[config.mk]
export PLATFORM = sky130hd
export DESIGN_NAME = hwpe_sel_ctrl_flat
export DESIGN_NICKNAME = d
export VERILOG_FILES = /design/src/rtl/hwpe_sel_ctrl_pkg.sv /design/src/rtl/hwpe_sel_ctrl_if.sv /design/src/rtl/hwpe_sel_ctrl.sv /design/src/flat_wrapper.sv
export SDC_FILE = /design/constraint.sdc
export NUM_CORES = 1
export LEC_CHECK = 0
export ABC_AREA = 1
export BUFFER_PORTS_ARGS = -buffer_cell sky130_fd_sc_hd__buf_2
export CAP_MARGIN = 25
export CORE_ASPECT_RATIO = 0.5
export CORE_MARGIN = 2
export CORE_UTILIZATION = 43
export CTS_CLUSTER_SIZE = 40
export DETAILED_ROUTE_END_ITERATION = 6
export PLACE_DENSITY = 0.94
export SYNTH_ARGS = -nofsm -noshare
export SYNTH_HDL_FRONTEND = slang
export SYNTH_SLANG_ARGS = --single-unit
[constraint.sdc]
create_clock -name clk -period 1.8 [get_ports clk]
set_input_delay 0.36 -clock clk [delete_from_list [all_inputs] [get_ports clk]]
set_output_delay 0.36 -clock clk [all_outputs]
set_load 0.005 [all_outputs]
[src/rtl/hwpe_sel_ctrl_pkg.sv]
// rtl/hwpe_sel_ctrl_pkg.sv - shared constants and types for the HWPE select controller
//
// Purpose: register indices, STATUS bit positions, select width and the
//          sequencing FSM state type used by hwpe_sel_ctrl.
// Ports:   none (package).
package hwpe_sel_ctrl_pkg;

  // Upper bound on instantiated HWPEs; sizes the select output.
  localparam int unsigned MAX_NUM_HWPES = 8;
  localparam int unsigned SEL_W         = $clog2(MAX_NUM_HWPES);

  // Register word indices (byte address bits [3:2]).
  localparam logic [1:0] REG_ENABLE = 2'd0;
  localparam logic [1:0] REG_SELECT = 2'd1;
  localparam logic [1:0] REG_STATUS = 2'd2;

  // STATUS bit positions.
  localparam int unsigned STATUS_BUSY    = 0;
  localparam int unsigned STATUS_PENDING = 1;
  localparam int unsigned STATUS_SEL_ERR = 2;
  localparam int unsigned STATUS_TIMEOUT = 3;

  typedef enum logic [2:0] {
    ST_IDLE  = 3'd0,
    ST_RUN   = 3'd1,
    ST_DRAIN = 3'd2,
    ST_GATE  = 3'd3,
    ST_APPLY = 3'd4
  } hwpe_sel_state_e;

endpackage

[src/rtl/hwpe_sel_ctrl_if.sv]
// rtl/hwpe_sel_ctrl_if.sv - peripheral config bus between cluster and HWPE select controller
//
// Purpose: bundles the request/grant and response channels of the config target port.
// Signals: req/add/wen/be/wdata/id (request, wen=1 read), gnt (grant),
//          r_rdata/r_valid/r_id (response, one cycle after grant).
// Modports: master (bus initiator), slave (hwpe_sel_ctrl side).
interface hwpe_sel_ctrl_if #(
  parameter int unsigned ID_WIDTH = 8
);

  logic                req;
  logic [31:0]         add;
  logic                wen;
  logic [3:0]          be;
  logic [31:0]         wdata;
  logic [ID_WIDTH-1:0] id;
  logic                gnt;
  logic [31:0]         r_rdata;
  logic                r_valid;
  logic [ID_WIDTH-1:0] r_id;

  modport master (
    output req, add, wen, be, wdata, id,
    input  gnt, r_rdata, r_valid, r_id
  );

  modport slave (
    input  req, add, wen, be, wdata, id,
    output gnt, r_rdata, r_valid, r_id
  );

endinterface

[src/rtl/hwpe_sel_ctrl.sv]
// rtl/hwpe_sel_ctrl.sv - HWPE enable/select sequencer with config register file
//
// Purpose: holds target enable/select registers written over the config bus and
//          sequences changes onto hwpe_en_o/hwpe_sel_o: drain the running HWPE,
//          gate it for SETTLE_CYCLES, apply the new select, then re-enable.
// Ports:   clk, rst_n       - clock, asynchronous active-low reset
//          cfg (slave)      - config register target port
//          busy_i           - busy flag of the currently selected HWPE
//          hwpe_en_o        - HWPE clock enable
//          hwpe_sel_o       - applied HWPE select
//          switch_evt_o     - one-cycle pulse when a select/enable update is applied
// Config:  define HWPE_SEL_CTRL_TIMEOUT_EN to add a DRAIN watchdog of TIMEOUT_CYCLES
//          that forces GATE and sets STATUS.timeout.
module hwpe_sel_ctrl
  import hwpe_sel_ctrl_pkg::*;
#(
  parameter int unsigned NUM_HWPES      = 3,
  parameter int unsigned ID_WIDTH       = 8,
  parameter int unsigned SETTLE_CYCLES  = 2,
  parameter int unsigned TIMEOUT_CYCLES = 1024
) (
  input  logic             clk,
  input  logic             rst_n,
  hwpe_sel_ctrl_if.slave   cfg,
  input  logic             busy_i,
  output logic             hwpe_en_o,
  output logic [SEL_W-1:0] hwpe_sel_o,
  output logic             switch_evt_o
);

  localparam int unsigned CNT_W = $clog2(SETTLE_CYCLES + 1);

  hwpe_sel_state_e   state_q;
  logic [CNT_W-1:0]  settle_cnt_q;
  logic              en_q;
  logic [SEL_W-1:0]  sel_q;
  logic              sel_err_q;
  logic              hwpe_en_q;
  logic [SEL_W-1:0]  hwpe_sel_q;
  logic              switch_evt_q;
  logic              r_valid_q;
  logic [ID_WIDTH-1:0] r_id_q;
  logic [31:0]       r_rdata_q;

  logic [1:0]        reg_idx;
  logic              wr_en;
  logic              sel_bad;
  logic              pending;
  logic              timeout_hit;
  logic              timeout_flag;
  logic [31:0]       rdata_mux;

  assign reg_idx = cfg.add[3:2];
  assign wr_en   = cfg.req & ~cfg.wen & cfg.be[0];
  assign sel_bad = (cfg.wdata >= 32'(NUM_HWPES));
  assign pending = (state_q == ST_DRAIN) || (state_q == ST_GATE) || (state_q == ST_APPLY);

  logic unused_cfg;
  assign unused_cfg = ^{cfg.add[31:4], cfg.add[1:0], cfg.be[3:1]};

  // No back-pressure: every request is granted in the same cycle.
  assign cfg.gnt     = cfg.req;
  assign cfg.r_valid = r_valid_q;
  assign cfg.r_id    = r_id_q;
  assign cfg.r_rdata = r_rdata_q;

  assign hwpe_en_o    = hwpe_en_q;
  assign hwpe_sel_o   = hwpe_sel_q;
  assign switch_evt_o = switch_evt_q;

  always_comb begin
    rdata_mux = '0;
    case (reg_idx)
      REG_ENABLE: rdata_mux[0] = en_q;
      REG_SELECT: rdata_mux[SEL_W-1:0] = sel_q;
      REG_STATUS: begin
        rdata_mux[STATUS_BUSY]    = busy_i;
        rdata_mux[STATUS_PENDING] = pending;
        rdata_mux[STATUS_SEL_ERR] = sel_err_q;
        rdata_mux[STATUS_TIMEOUT] = timeout_flag;
      end
      default: rdata_mux = '0;
    endcase
  end

  // Target registers. Out-of-range selects are dropped and flagged.
  always_ff @(posedge clk or negedge rst_n) begin
    if (!rst_n) begin
      en_q      <= 1'b0;
      sel_q     <= '0;
      sel_err_q <= 1'b0;
    end else if (wr_en) begin
      case (reg_idx)
        REG_ENABLE: en_q <= cfg.wdata[0];
        REG_SELECT: begin
          if (sel_bad) sel_err_q <= 1'b1;
          else         sel_q     <= cfg.wdata[SEL_W-1:0];
        end
        REG_STATUS: if (cfg.wdata[STATUS_SEL_ERR]) sel_err_q <= 1'b0;
        default: ;
      endcase
    end
  end

  // Response channel: one cycle after the grant, writes return zero data.
  always_ff @(posedge clk or negedge rst_n) begin
    if (!rst_n) begin
      r_valid_q <= 1'b0;
      r_id_q    <= '0;
      r_rdata_q <= '0;
    end else begin
      r_valid_q <= cfg.req;
      if (cfg.req) begin
        r_id_q    <= cfg.id;
        r_rdata_q <= cfg.wen ? rdata_mux : 32'd0;
      end
    end
  end

`ifdef HWPE_SEL_CTRL_TIMEOUT_EN
  localparam int unsigned WDOG_W = $clog2(TIMEOUT_CYCLES + 1);

  logic [WDOG_W-1:0] wdog_q;
  logic              timeout_q;

  // Fires on the TIMEOUT_CYCLES-th cycle spent in DRAIN with the HWPE still busy.
  assign timeout_hit  = (state_q == ST_DRAIN) && busy_i &&
                        (wdog_q == WDOG_W'(TIMEOUT_CYCLES - 1));
  assign timeout_flag = timeout_q;

  always_ff @(posedge clk or negedge rst_n) begin
    if (!rst_n) begin
      wdog_q    <= '0;
      timeout_q <= 1'b0;
    end else begin
      // Held at zero outside DRAIN so every DRAIN visit starts from zero.
      if (state_q == ST_DRAIN) wdog_q <= wdog_q + WDOG_W'(1);
      else                     wdog_q <= '0;
      if (timeout_hit)
        timeout_q <= 1'b1;
      else if (wr_en && (reg_idx == REG_STATUS) && cfg.wdata[STATUS_TIMEOUT])
        timeout_q <= 1'b0;
    end
  end
`else
  localparam int unsigned unused_timeout_cycles = TIMEOUT_CYCLES;
  assign timeout_hit  = 1'b0;
  assign timeout_flag = 1'b0;
`endif

  // Sequencer. Outputs are registered; writes landing during DRAIN/GATE are
  // simply picked up when APPLY samples the targets.
  always_ff @(posedge clk or negedge rst_n) begin
    if (!rst_n) begin
      state_q      <= ST_IDLE;
      settle_cnt_q <= '0;
      hwpe_en_q    <= 1'b0;
      hwpe_sel_q   <= '0;
      switch_evt_q <= 1'b0;
    end else begin
      switch_evt_q <= 1'b0;
      case (state_q)
        ST_IDLE: begin
          // HWPE is already gated, so a new select can be applied directly.
          if (sel_q != hwpe_sel_q) begin
            hwpe_sel_q   <= sel_q;
            switch_evt_q <= 1'b1;
          end
          if (en_q) begin
            state_q      <= ST_GATE;
            settle_cnt_q <= '0;
          end
        end
        ST_RUN: begin
          if ((sel_q != hwpe_sel_q) || !en_q) state_q <= ST_DRAIN;
        end
        ST_DRAIN: begin
          if (!busy_i || timeout_hit) begin
            state_q      <= ST_GATE;
            hwpe_en_q    <= 1'b0;
            settle_cnt_q <= '0;
          end
        end
        ST_GATE: begin
          if (settle_cnt_q == CNT_W'(SETTLE_CYCLES - 1)) state_q <= ST_APPLY;
          else settle_cnt_q <= settle_cnt_q + CNT_W'(1);
        end
        ST_APPLY: begin
          hwpe_sel_q   <= sel_q;
          switch_evt_q <= 1'b1;
          hwpe_en_q    <= en_q;
          state_q      <= en_q ? ST_RUN : ST_IDLE;
        end
        default: begin
          state_q   <= ST_IDLE;
          hwpe_en_q <= 1'b0;
        end
      endcase
    end
  end

endmodule

[src/flat_wrapper.sv]
// flat-port wrapper written by rule: the top's interface ports become plain ports
module hwpe_sel_ctrl_flat import hwpe_sel_ctrl_pkg::*;
#(
  parameter int unsigned NUM_HWPES      = 3,
  parameter int unsigned ID_WIDTH       = 8,
  parameter int unsigned SETTLE_CYCLES  = 2,
  parameter int unsigned TIMEOUT_CYCLES = 1024
)
  (clk, rst_n, busy_i, hwpe_en_o, hwpe_sel_o, switch_evt_o, cfg_req, cfg_add, cfg_wen, cfg_be, cfg_wdata, cfg_id, cfg_gnt, cfg_r_rdata, cfg_r_valid, cfg_r_id);
  hwpe_sel_ctrl_if #(.ID_WIDTH(ID_WIDTH)) cfg_i ();
  input  logic clk;
  input  logic rst_n;
  input  logic busy_i;
  output logic hwpe_en_o;
  output logic [SEL_W-1:0] hwpe_sel_o;
  output logic switch_evt_o;
  input wire logic [$bits(cfg_i.req)-1:0] cfg_req;
  input wire logic [$bits(cfg_i.add)-1:0] cfg_add;
  input wire logic [$bits(cfg_i.wen)-1:0] cfg_wen;
  input wire logic [$bits(cfg_i.be)-1:0] cfg_be;
  input wire logic [$bits(cfg_i.wdata)-1:0] cfg_wdata;
  input wire logic [$bits(cfg_i.id)-1:0] cfg_id;
  output wire logic [$bits(cfg_i.gnt)-1:0] cfg_gnt;
  output wire logic [$bits(cfg_i.r_rdata)-1:0] cfg_r_rdata;
  output wire logic [$bits(cfg_i.r_valid)-1:0] cfg_r_valid;
  output wire logic [$bits(cfg_i.r_id)-1:0] cfg_r_id;
  assign cfg_i.req = cfg_req;
  assign cfg_i.add = cfg_add;
  assign cfg_i.wen = cfg_wen;
  assign cfg_i.be = cfg_be;
  assign cfg_i.wdata = cfg_wdata;
  assign cfg_i.id = cfg_id;
  assign cfg_gnt = cfg_i.gnt;
  assign cfg_r_rdata = cfg_i.r_rdata;
  assign cfg_r_valid = cfg_i.r_valid;
  assign cfg_r_id = cfg_i.r_id;
  hwpe_sel_ctrl #(.NUM_HWPES(NUM_HWPES), .ID_WIDTH(ID_WIDTH), .SETTLE_CYCLES(SETTLE_CYCLES), .TIMEOUT_CYCLES(TIMEOUT_CYCLES)) u_core (.clk(clk), .rst_n(rst_n), .cfg(cfg_i), .busy_i(busy_i), .hwpe_en_o(hwpe_en_o), .hwpe_sel_o(hwpe_sel_o), .switch_evt_o(switch_evt_o));
endmodule
### Yosys cells after proc, flatten, opt, wreduce, memory -nomap -nowiden

Cells that the tools add are included.

* logic and storage cells: 73
* bits in registers: 56
* input port bits: 81
* output and inout port bits: 47

* $add $sub $neg: 1
* bitwise operators: 5
* mux-type cells: 22
* reduce and logical (&&, ||, !) cells: 17
* magnitude comparators: 1
* eq/ne operators: 16

Operator list (count)
* $ge A32 B2 Y1 const B: 1
* $mux W3: 6
* $pmux W3 S5: 1
* $reduce_and A4 Y1: 3
* $ne A2 B1 Y1 const B: 4
* $ne A2 B2 Y1 const B: 4
* $eq A3 B2 Y1 const B: 2
* $mux W2: 3
* $pmux W1 S3: 2
* $pmux W2 S3: 1
* $pmux W3 S2: 1
* $reduce_and A2 Y1: 3
* $mux W1: 5
* $eq A2 B1 Y1 const B: 2
* $pmux W1 S2: 2
* $pmux W2 S2: 1
* $reduce_bool A2 Y1: 2
* $eq A3 B1 Y1 const B: 1
* $eq A3 B3 Y1 const B: 1
* $logic_not A3 Y1: 1
* $logic_or A1 B1 Y1: 3
* $ne A3 B3 Y1: 1
* $not A1 Y1: 3
* $reduce_and A3 Y1: 1
* 7 further kinds: 8

### Longest topological paths before layout

Gate-level depths: netlist of run 1.

* word-level depth: 5
* mapped depth: 9
* mapped depth without buffers: 9

### Worst setup path after synthesis of run 1

Ideal clock, no wire load.

* path type: input port to flip-flop
* start: input port cfg_add[3]
* end: register u_core.sel_q[1]
* arrival: 1.166 ns
* stages on the path: 9
* buffers on the path: 0
* slack: 0.518 ns
* setup time: 0.117 ns
* cells stage by stage: inv_1 > ha_1 > nand2_1 > nor2_1 > nand3_1 > nor2_2 > nand2_1 > nand2_1 > nand2_1

* cells in the longest elaborated chain, start to end: 2

RTL lines
* start: declaration: line flat_wrapper.sv:18 `input wire logic [$bits(cfg_i.add)-1:0] cfg_add;`
* $eq A2 B1 Y1: line hwpe_sel_ctrl.sv:93 `case (reg_idx)`
* $reduce_and A3 Y1 (no line)
* end signal: assignment: line hwpe_sel_ctrl.sv:97 `else sel_q <= cfg.wdata[SEL_W-1:0];`
* end: declaration: line hwpe_sel_ctrl.sv:36 `logic [SEL_W-1:0] sel_q;`

Every way passes these cells.
A chain may end at the register's enable or synchronous reset.

### Worst setup path after layout of run 1

* start: input port cfg_add[3]
* end: register u_core.sel_q[0]

Same word-level chain as after synthesis.

==> results of run 1 <==
state kept, by name (all words and copies together) (netlist names), 2 cells and up:
name and flops:
u_core.cfg.r_id 8, u_core.cfg.r_rdata 3, u_core.hwpe_sel_o 3, u_core.sel_q 3, u_core.settle_cnt_q 2, u_core.state_q 3
kinds of logic (layout without fill, tap and decap cells):
| kind of cell | count (synthesis) | count (layout) | share of synthesized area [%] |
|---|---|---|---|
| flops | 27 | 27 | 39.7 |
| other cells | 1 | 29 | 0.220 |
| simple gates | 96 | 96 | 23.7 |
| compound gates | 21 | 21 | 7.21 |
| mux | 9 | 9 | 6.18 |
| fa+ha+maj | 5 | 5 | 3.68 |
| buf+inv | 55 | 93 | 18.8 |
| xor+xnor | 1 | 1 | 0.515 |
metal layers:
| layer | track usage [%] | wire length (um) | up-vias |
|---|---|---|---|
| li1 | - | - | 762 |
| met1 | 18.2 | 1440 | 741 |
| met2 | 32.9 | 2040 | 52 |
| met3 | 2.49 | 178 | 10 |
| met4 | 6.62 | 66 | 0 |
| met5 | 0 | 0 | - |
Yosys cell counts (3+ instances only):
cell | instances | area, um2
mux2_2 | 8 | 90.1
o21ai_0 | 11 | 55.1
inv_1 | 23 | 86.3
nand2_1 | 43 | 161
ha_1 | 5 | 62.6
buf_4 | 30 | 225
o22ai_1 | 3 | 18.8
dfrtp_1 | 27 | 676
nor2_1 | 32 | 120
nand3_1 | 12 | 60.1
power by group:
group | internal, uW | switching (uW)
clock network | 159 | 178
registers | 709 | 86.4
logic | 228 | 323
cell usage in the layout, fill, tap and decap left out, types with 2 or more instances in the layout:
cell and n:
o211ai_1 2, clkbuf_8 3, nor2_1 32, nand3_1 12, nand2_1 43, mux2_2 8, nand2_2 2, o22ai_1 3
conb_1 29, nand4_1 2, ha_1 5, dfrtp_1 27, inv_1 23, buf_2 65, o21ai_0 11
stage by stage:
step	setup slack [ns]	power (uW)	instance area [um2]	cells
after floorplan	0.518	1190	1810	243
after CTS	0.417	1690	2010	335
after detailed placement	0.129	1350	1970	331
after global routing	0.294	1820	2010	335
after global placement	0.234	1310	1970	331
final	0.380	1680	2010	335
worst max-delay path, cell delays in order:
cell	delay (ns)
buf_2	0.12
inv_1	0.07
ha_1	0.20
nand2_1	0.06
nor2_1	0.18
nand3_1	0.15
nor2_2	0.20
nand2_1	0.12
nand2_1	0.09
nand2_1	0.05
path summary, 6_finish.rpt:
kind | end | slack [ns]
setup / recovery | u_core.sel_q[0] | 0.38
hold / removal | u_core.hwpe_sel_o[0] | 0.08
setup reg to reg | u_core.state_q[1] | 0.50
hold reg to reg | u_core.sel_err_q | 0.48
max in group asynchronous | u_core.cfg.r_id[4] | 1.32
min in group clk | u_core.cfg.r_id[3] | 0.32
area by class of cell:
type / count / area share, %
inverters: 24 / 4.47
clock buffers: 4 / 2.24
flip-flops and latches: 27 / 33.5
well taps: 54 / 3.35
repair buffers: 65 / 16.1
multi-input cells: 161 / 40.2
==> impl_metrics.yaml, run 1 <==
drt:
  via_per_inst: 4.67
  detail_route.drc_violations: 0
  drt_first_pass_iters: 4
  postRouteWirelength_um: 3730
  final_antenna_net_count: 0
  detail_route.iter0.violations: 78
  wl_per_cell_um: 11.1
  routed-via-count: 1565
synthesis:
  synthArstFlopShare_pct: 100
  synthesis.area_per_instance_um2: 7.91
  synth_seq_cells: 27
  ys_seq_area_share_pct: 39.7
  yosys_warnings: 0
  synth.cell_area_um2: 1700
  distinct_cell_type_count_after_synthesis: 28
  synth_edf_count: 0
  synthesis.instances: 215
  synth_flop_cell: "dfrtp_1"
die:
  floorplan.die_area_um2: 4510
  chipHeight_um: 48.5
  top_level_ports: 128
  core_region_area_um2: 3840
  die-width_um: 93.0
  start_util_pct: 44.3
  floorplan.rows: 16
global_route:
  grt_pass1_wl_um: 6220
  vias_in_the_first_global_route: 1493
  antenna_found_initial: 0
  grt_overflow_total: 0
  grt_use_total_pct: 16.8
  grt_max_degree: 28
pwr:
  p_per_area_nw_per_um2: 836
  power.leakage_uw: 0.00110
  vdd_drop_max_mv: 0.314
setup_path:
  reg2regPathDepth: 8
  cp.required_ns: 1.97
  crit_arrival_ns: 1.59
  timing.critical_path.to_type: "register"
  critical_path.reg2reg.startpoint: "u_core.settle_cnt_q[0]"
  timing.critical_path.from: "cfg_add[3]"
  cp-start-kind: "input port"
  crit_fanout: 4
  path_class: "in -> reg"
placed_design:
  dp.final_hpwl_um: 3060
  routabilityCongestion: 0.930
  buffer_ports.inserted: 65
clock_tree:
  cts.repair_timing.setup_buffer_count: 0
  tritoncts_clock_tree: "yes"
  cts_num_sinks: 27
  clockRootBuffer: "clkbuf_8"
  htreeDepth: 1
  cts.path.max_buffers: 2
  clkLatencyLatePin_ns: 0.27
  cts_made_buffers: 3
  post_cts_hold_buffer_count: 0
  path_clk_slew_ns: 0.09
  post_cts_resized: 0
run_status:
  result_of_the_run: "complete, no violations"
hold_path:
  hold_path_class: "in -> async"
run:
  timing.max_cap.violations: 0
sta:
  hold_viol_final: 0
  timing.clock.skew_ns: 0.00525
  max_slew_margin_pct: 60.2
  final_min_period_over_clock_period_pct: 78.9
  max_freq_mhz: 704
  layout_min_cycle_time_ns: 1.42
  report.final.setup_viol: 0
  worst-slew-pin-transition_ns: 0.596
  holdWs_ns: 0.0799
  max_slew_violations: 0
  fin_tns_setup_ns: 0
  grt_setup_unrepaired: "no"
cells_and_area:
  seq_area_um2: 676
  count_of_fill_cells_added_during_filler_insertion: 332
  finish.utilization_pct: 52.4
  drive_above_1_share_pct: 29.2
  syn2layout_area_growth_pct: 18.4
  antenna-diode-count: 0
  multi_input_gate_area_in_the_final_layout_um2: 811
  nNetsFinal: 368
Power figures use the tool's default switching activity.
==> inputs of run 2 (changes only) <==
--- a/config.mk
+++ b/config.mk
@@ -10,10 +10,10 @@
 export CAP_MARGIN = 25
 export CORE_ASPECT_RATIO = 0.5
 export CORE_MARGIN = 2
-export CORE_UTILIZATION = 43
+export CORE_UTILIZATION = 36
 export CTS_CLUSTER_SIZE = 40
 export DETAILED_ROUTE_END_ITERATION = 6
-export PLACE_DENSITY = 0.94
+export PLACE_DENSITY = 0.85
 export SYNTH_ARGS = -nofsm -noshare
 export SYNTH_HDL_FRONTEND = slang
 export SYNTH_SLANG_ARGS = --single-unit
==> constraint.sdc (replaced) <==
create_clock -name clk -period 1.2 [get_ports clk]
set_input_delay 0.24 -clock clk [delete_from_list [all_inputs] [get_ports clk]]
set_output_delay 0.24 -clock clk [all_outputs]
set_load 0.005 [all_outputs]
==> run 2 against run 1 <==
Against the previous run: core utilization down 2.8 points; flip-flop and latch count stayed put; non-clock buffer count is 20 higher; wire length shrank 1.8%; critical path depth down 2.
==> impl_metrics.yaml, run 2 (synthesis results as in run 1) <==
global_route:
  grt_overflow_total: 0
  grt_pass1_wl_um: 5710
  grt_use_total_pct: 13.4
  antenna_found_initial: 0
  grt_max_degree: 28
  vias_in_the_first_global_route: 1347
die:
  start_util_pct: 38.1
  floorplan.die_area_um2: 5330
  core_region_area_um2: 4470
  top_level_ports: 128
  die-width_um: 101
  floorplan.rows: 17
  chipHeight_um: 52.6
setup_path:
  cp-start-kind: "register"
  regToRegEndpoint: "u_core.state_q[1]"
  timing.critical_path.to_type: "register"
  crit_arrival_ns: 1.35
  reg2reg_slack_ns: 0.02
  critical_path.reg2reg.startpoint: "u_core.state_q[1]"
  reg2regPathDepth: 8
  cp.required_ns: 1.37
  critPathMaxStageDelay_ns: 0.45
  critical_path.slowest_cell: "dfrtp_2"
  crit_path_buf_inv_count: 2
  critical-path-top-delay-family: "flip-flops"
  path_class: "reg -> reg"
  crit_fanout: 6
  timing.critical_path.cells: "inv_2, nand2_2, o211ai_1, nand2_1, inv_2, nand2_2, nand2_1, o21ai_1"
drt:
  via_per_inst: 4.45
  final_antenna_net_count: 0
  wl_per_cell_um: 10.2
  drt_first_pass_iters: 5
  detail_route.drc_violations: 0
  routed-via-count: 1592
  postRouteWirelength_um: 3660
  detail_route.iter0.violations: 48
hold_path:
  worst_hold_launch: "cfg_id[0]"
  hold_path_class: "in -> reg"
  hold_path_end: "u_core.cfg.r_id[0]"
  worst_hold_path.num_cells: 2
clock_tree:
  clkLatencyLatePin_ns: 0.27
  path_clk_slew_ns: 0.10
  tritoncts_clock_tree: "yes"
  htreeDepth: 1
  cts.path.max_buffers: 2
  cts_num_sinks: 27
  clockRootBuffer: "clkbuf_8"
  cts_made_buffers: 3
placed_design:
  routabilityCongestion: 0.754
  dp_slack_ns: -0.292
  buffer_ports.inserted: 65
  dpl.cell_count: 348
  dp.final_hpwl_um: 2880
cells_and_area:
  drive_above_1_share_pct: 40.2
  count_of_fill_cells_added_during_filler_insertion: 430
  top_library_cells_by_usage_in_the_layout_fill_and_taps_aside: "65 x buf_2, 40 x nand2_1, 29 x nor2_1, 29 x conb_1, 25 x dfrtp_1"
  finalNonFillerCells: 358
  largest_register_ffs: 8
  antenna-diode-count: 0
  most_common_library_cell_in_the_layout_ignoring_fill_and_taps: "buf_2"
  nNetsFinal: 388
  syn2layout_area_growth_pct: 30.2
run:
  timing.max_cap.violations: 0
pwr:
  totalPowerFinal_uw: 2720
  p_per_area_nw_per_um2: 1230
  power.leakage_uw: 0.00119
  vdd_drop_max_mv: 0.539
sta:
  max_freq_mhz: 848
  timing.clock.skew_ns: 0.00471
  setup_ws_ns: 0.0211
  final_min_period_over_clock_period_pct: 98.2
  report.final.setup_viol: 0
  max_slew_violations: 0
  fin_tns_setup_ns: 0
  layout_min_cycle_time_ns: 1.18
  grt_setup_unrepaired: "yes"
  hold_viol_final: 0
run_status:
  result_of_the_run: "complete, no violations"
-- run 2: changes by cell type in the layout (fill, tap and decap cells not counted), sizes merged --
cell,change
dlygate4sd3,+1
clkinvlp,+1
clkbuf,-1
buf,+19
-- run 2: through the flow --
| stage | area, um2 | hold WS [ns] | utilization, % |
|---|---|---|---|
| 4_1_cts | 2150 | 0.191 | 48.1 |
| 3_5_place_dp | 2080 | 0.252 | 46.5 |
| 2_1_floorplan | 1810 | -0.0556 | - |
| 5_1_grt | 2220 | 0.193 | 49.6 |
| 3_3_place_gp | 2080 | 0.249 | 46.5 |
| 6_report | 2220 | 0.196 | 49.6 |
-- run 2: layout make-up --
class                      count  area, um2  area share, %
tap                           57       71.3           3.22
sequential                    27        678           30.6
inverter                      24       90.1           4.07
clock inverter                 1       7.51          0.339
clock buffer                   3       41.3           1.86
timing repair buffer          85        478           21.6
multi-input combinational    161        850           38.3
-- run 2: worst reg2reg max path, cell delays in order (launching register included) --
cell      delay, ns
dfrtp_2        0.45
inv_2          0.12
nand2_2        0.07
o211ai_1       0.12
nand2_1        0.10
inv_2          0.06
nand2_2        0.05
nand2_1        0.05
o21ai_1        0.05
-- run 2: metal layers --
layer	up-vias	wire length [um]	track usage [%]	share of wire [%]
met2	56	1920	25.9	52
li1	804	-	-	-
met1	730	1540	15.8	42
met4	0	9	1.58	0.25
met5	-	0	0	0
met3	2	198	3.07	5.4
-- run 2: repair_timing --
action                     in CTS  in global routing
hold buffers                    1                  0
pin swaps                       2                  8
setup endpoints to repair       5                 12
gates resized for setup         3                 21
buffers inserted                1                  4
hold endpoints to repair       27                  0
-- run 2: worst max-delay path by stage --
stage	from	end	slack, ns	cells after the start
6_report	u_core.state_q[1]	u_core.state_q[1]	0.02	8
5_1_grt	u_core.settle_cnt_q[1]	u_core.state_q[1]	-0.09	9
4_1_cts	cfg_add[3]	u_core.sel_q[0]	0.008	10
3_5_place_dp	cfg_add[3]	u_core.sel_q[0]	-0.29	10
3_3_place_gp	cfg_add[3]	u_core.sel_q[0]	-0.21	10
2_1_floorplan	cfg_add[3]	u_core.sel_q[1]	0.04	9
-- run 2: power by group --
group          internal, uW  switching, uW  total (uW)
logic                   458            534         993
clock network           236            290         525
registers              1070            128        1200
total                  1760            952        2720
